==> config.mk <==
export PLATFORM = sky130hd
export DESIGN_NAME = instruction_loader
export DESIGN_NICKNAME = d
export VERILOG_FILES = /design/src/rtl/instruction_loader.sv
export SDC_FILE = /design/constraint.sdc
export NUM_CORES = 1
export LEC_CHECK = 0
export CAP_MARGIN = 20
export CELL_PAD_IN_SITES_DETAIL_PLACEMENT = 0
export CELL_PAD_IN_SITES_GLOBAL_PLACEMENT = 2
export CORE_UTILIZATION = 32
export CTS_BUF_LIST = sky130_fd_sc_hd__clkbuf_16
export DETAILED_ROUTE_END_ITERATION = 16
export PLACE_DENSITY = 0.73
export SLEW_MARGIN = 20
export SYNTH_ARGS = -nofsm -noshare
export SYNTH_HDL_FRONTEND = slang
export SYNTH_SLANG_ARGS = --single-unit
==> constraint.sdc <==
create_clock -name clk_i -period 3.9 [get_ports clk_i]
set_clock_uncertainty 0.2 [all_clocks]
set_input_delay 0.39 -clock clk_i [delete_from_list [all_inputs] [get_ports clk_i]]
set_output_delay 0.39 -clock clk_i [all_outputs]
set_load 0.1 [all_outputs]
==> src/rtl/instruction_loader.sv <==
`default_nettype none
// ============================================================================
// Module   : instruction_loader
// Purpose  : Assembles a UART byte stream (big-endian header N + N words) into
//            32-bit instruction-memory writes from word address 0.
// Revision : 1.0
// ============================================================================
module instruction_loader #(
    parameter int ADDR_WIDTH = 16,
    parameter int MEM_WORDS  = 65536
) (
    input  logic                  clk_i,
    input  logic                  reset_i,
    input  logic                  rx_valid_i,
    input  logic [7:0]            rx_data_i,
    input  logic                  reload_i,
    output logic                  we_o,
    output logic [ADDR_WIDTH-1:0] wa_o,
    output logic [31:0]           wd_o,
    output logic                  done_o,
    output logic                  error_o
);

    typedef enum logic [1:0] {
        S_HEADER = 2'd0,
        S_DATA   = 2'd1,
        S_DONE   = 2'd2,
        S_ERROR  = 2'd3
    } state_t;

    localparam logic [32:0] C_MEM_WORDS = 33'(MEM_WORDS);

    state_t                state_q, state_d;
    logic [1:0]            byte_idx_q, byte_idx_d;
    logic [ADDR_WIDTH:0]   cnt_q, cnt_d;
    logic [31:0]           n_q, n_d;
    logic [23:0]           asm_q, asm_d;
    logic                  we_q, we_d;
    logic [ADDR_WIDTH-1:0] wa_q, wa_d;
    logic [31:0]           wd_q, wd_d;
    logic                  done_q, done_d;
    logic                  error_q, error_d;

    logic [31:0]           n_shift_w;
    logic [31:0]           word_w;
    logic [ADDR_WIDTH:0]   cnt_inc_w;
    logic                  last_byte_w;

    // Only three bytes need storage: the fourth arrives on the write cycle itself.
    assign n_shift_w   = {n_q[23:0], rx_data_i};
    assign word_w      = {asm_q, rx_data_i};
    assign cnt_inc_w   = cnt_q + (ADDR_WIDTH+1)'(1);
    assign last_byte_w = (byte_idx_q == 2'd3);

    always_comb begin
        state_d    = state_q;
        byte_idx_d = byte_idx_q;
        cnt_d      = cnt_q;
        n_d        = n_q;
        asm_d      = asm_q;
        we_d       = 1'b0;
        wa_d       = wa_q;
        wd_d       = wd_q;
        done_d     = done_q;
        error_d    = error_q;

        if (reload_i) begin
            state_d    = S_HEADER;
            byte_idx_d = 2'd0;
            cnt_d      = '0;
            n_d        = '0;
            asm_d      = '0;
            wa_d       = '0;
            wd_d       = '0;
            done_d     = 1'b0;
            error_d    = 1'b0;
        end else begin
            case (state_q)
                S_HEADER: begin
                    if (rx_valid_i) begin
                        n_d        = n_shift_w;
                        byte_idx_d = byte_idx_q + 2'd1;
                        if (last_byte_w) begin
                            if (n_shift_w == 32'd0) begin
                                state_d = S_DONE;
                                done_d  = 1'b1;
                            end else if ({1'b0, n_shift_w} > C_MEM_WORDS) begin
                                state_d = S_ERROR;
                                error_d = 1'b1;
                            end else begin
                                state_d = S_DATA;
                                cnt_d   = '0;
                            end
                        end
                    end
                end
                S_DATA: begin
                    if (rx_valid_i) begin
                        asm_d      = {asm_q[15:0], rx_data_i};
                        byte_idx_d = byte_idx_q + 2'd1;
                        if (last_byte_w) begin
                            we_d  = 1'b1;
                            wd_d  = word_w;
                            wa_d  = cnt_q[ADDR_WIDTH-1:0];
                            cnt_d = cnt_inc_w;
                            if (32'(cnt_inc_w) == n_q) begin
                                state_d = S_DONE;
                                done_d  = 1'b1;
                            end
                        end
                    end
                end
                S_DONE: begin
                    done_d = 1'b1;
                end
                S_ERROR: begin
                    error_d = 1'b1;
                    done_d  = 1'b0;
                end
                default: begin
                    state_d = S_HEADER;
                end
            endcase
        end
    end

    always_ff @(posedge clk_i or posedge reset_i) begin
        if (reset_i) begin
            state_q    <= S_HEADER;
            byte_idx_q <= 2'd0;
            cnt_q      <= '0;
            n_q        <= '0;
            asm_q      <= '0;
            we_q       <= 1'b0;
            wa_q       <= '0;
            wd_q       <= '0;
            done_q     <= 1'b0;
            error_q    <= 1'b0;
        end else begin
            state_q    <= state_d;
            byte_idx_q <= byte_idx_d;
            cnt_q      <= cnt_d;
            n_q        <= n_d;
            asm_q      <= asm_d;
            we_q       <= we_d;
            wa_q       <= wa_d;
            wd_q       <= wd_d;
            done_q     <= done_d;
            error_q    <= error_d;
        end
    end

    assign we_o    = we_q;
    assign wa_o    = wa_q;
    assign wd_o    = wd_q;
    assign done_o  = done_q;
    assign error_o = error_q;

endmodule
`default_nettype wire
==> impl_results.md <==
* Outcome: completed
* CTS tree: yes
* CP Max Fanout at 13
* CP Capture Type: register
* PD cells at 438 mW/mm²
* Die Wd at 136 µm
* Fin crit share at 71.7%
* Slew @ Worst Pin at just over 1 ns
* RSZ-0062 raised after global routing: false
* Sink Count at 128
* Row count at 48
* Startpoint Class: register
* Synth Instances at between 500 and 600
* Area of the multi-input gates at 0.00235 mm²
* Clock transition at path regs at 0.06 ns
* Initial core utilization at 33.0%
* Inst Count DP at 851
* Drt first pass iters at 5
* Synth-to-layout area growth at 24.5%
* Critical Path AT at ~2.9 ns
* Post-cts resize count at 0
* Seq/Total Area, Yosys at 55.5%
* Filler cell count at 1727
* CTS root buf: clkbuf_16
* Critical setup path kind: register to register
* Top FF cell, synth: dfrtp_1
* Period minus WS final at 2.80 ns
* Routed WL at 15.9 mm
* # setup viols final at 0
* Vias in the first global route at 4630
* IO Pins at 63
* Worst VDD drop at 0.325 mV
* Fin cells at roughly 880
* Total routing usage reported by global routing at 18.5%
* Pins Over Slew Limit at 0
* Routed wire length on met2 at ~7.2 mm
* H-tree lvl count at 4
* Synthesized net count at 609
* Post-DR wirelength/cell at 18.0 µm
* Antenna diodes at 0
* Most frequent cells in the layout: 134 x nand2_1, 128 x dfrtp_1, 67 x a21oi_1
* Core area at 0.0175 mm²
* Pin count of the biggest net entering global routing at between 40 and 50
* Max clock buf depth at 2
* Global-route wire length before repair at 25.8 mm
* Register area at 0.00320 mm²
* Synth async-reset ratio at 100%
* Vias per inst at 5.31
* Synth Cell Area at approximately 0.0058 mm²
* Worst Hold Class: register to register
* Metal3 WL at 638 µm
* CTS Buf Count at 17
* Die height at 136 µm
* Final HPWL DP at roughly 11 mm
* Hold Vio Cnt, Final at 0
* Number of flops mapped to enable cells by yosys at 0
* Syn. warnings at 0
* Syn Area/Cell at 9.70 µm²
* Remaining antenna violation count at 0
* Share of post-route cells with drive strength above 1 at 8.21%
* I/O Buffers at between 60 and 70
* Via Count at 4686
* M1 WL at 7.87 mm
* RD Place Congestion at 0.775
* Fin Setup TNS at 0 ns
* Worst-Skew Late Latency at 0.41 ns
* Fmax at 357 MHz
* Cts hold-fix bufs at 0
* Synth Register Bits at 128
* Grt ovf at 0
* DRC at 0
* Critical Path RT at 3.99 ns
* Full die area at 0.0186 mm²
* Top Layer Used: met4
* Setup bufs post-CTS at 0
* Antenna violations before repair at 0
* Slew HR at 32.0%
* Post-layout util at 41.1%
* Max_cap viols at 0
* Library cells used by synthesis at between 50 and 60
* Most common cell after layout, fill and taps aside: nand2_1
* Net total in the final layout at 659
* DRT iter0 DRCs at 240
* Pleak at 3.04 nW
final timing paths:
path	start	to	slack, ns	cells after the start
hold / removal	wa_o[1]	wa_o[1]	0.28	2
setup / recovery	cnt_q[2]	state_q[0]	1.10	6
setup reg to reg	cnt_q[2]	state_q[0]	1.10	6
min in group asynchronous	reset_i	asm_q[0]	0.33	2
hold reg to reg	wa_o[1]	wa_o[1]	0.28	2
max in group asynchronous	reset_i	wd_o[13]	2.32	3
flip-flops by register name, indices dropped and copies added (netlist names):
name	count
asm_q	24
n_q	32
wa_o	16
wd_o	32
cnt_q	17
error_o	1
done_o	1
we_o	1
state_q	2
byte_idx_q	2
metal layers:
metal | GRT usage, % | vias to the layer above
met5 | 0 | -
li1 | - | 2222
met3 | 4.40 | 14
met2 | 27.0 | 103
met4 | 6.23 | 0
met1 | 26.6 | 2347
through the flow:
| stage | total power, W | hold slack [ns] | setup slack [ns] | area [µm²] |
|---|---|---|---|---|
| floorplan | 0.00159 | 0.266 | 1.61 | 5780 |
| global placement | 0.00169 | 0.272 | 1.01 | 6640 |
| detailed placement | 0.00169 | 0.274 | 0.985 | 6640 |
| CTS | 0.00320 | 0.286 | 1.13 | 7190 |
| global route | 0.00329 | 0.306 | 0.972 | 7190 |
| finish | 0.00315 | 0.281 | 1.10 | 7190 |
synth_stat cells, drive strengths merged (2+ instances only):
cell	number	area, µm²
a211o	2	17.5
a21oi	68	340
nand3b	2	15.0
nor2	10	37.5
mux2i	3	30.0
a22o	43	377
or4	4	30.0
a2111oi	2	23.8
a211oi	4	30.0
a22oi	2	15.0
nor4	8	50.1
ha	2	25.0
and4	3	26.3
nand3	9	55.1
nand2b	7	43.8
or3	3	23.8
clkbuf	29	110
a31oi	31	194
o21bai	2	18.8
xor2	6	52.6
nor2b	3	18.8
nand2	134	503
nor3	7	35.0
o21ai	20	100
nand4	4	25.0
and2	4	25.0
dfrtp	128	3200
buf	18	87.6
and3	5	31.3
xnor2	10	87.6
inv	10	37.5
report_power, final:
group | total, W | internal, W | switching [W]
Combinational | 0.000266 | 0.0000811 | 0.000185
Clock | 0.00149 | 0.000921 | 0.000565
Sequential | 0.00140 | 0.00136 | 0.0000430
worst max-delay path, cell delays in order (launching register included):
cell and delay [ns]:
dfrtp_1 0.50, nand3_2 0.28, or3_4 0.47, or3_1 0.37, a2111oi_2 0.37, nand4_1 0.28, o2bb2ai_1 0.20
cell type report:
| cell class | instances | area share (%) |
|---|---|---|
| Clock inverter | 15 | 1.79 |
| Multi-Input combinational cell | 410 | 32.7 |
| Inverter | 10 | 0.574 |
| Clock buffer | 17 | 5.92 |
| Timing Repair Buffer | 78 | 10.6 |
| Sequential cell | 128 | 44.6 |
| Tap cell | 225 | 3.92 |
cells by family after synthesis:
| group | share of synthesized area (%) |
|---|---|
| compound gates | 20.6 |
| xor+xnor | 2.43 |
| fa+ha+maj | 0.433 |
| buf+inv | 4.07 |
| flops | 55.5 |
| mux | 0.520 |
| simple gates | 16.5 |
Note: power is estimated with default switching activity, not from simulation.
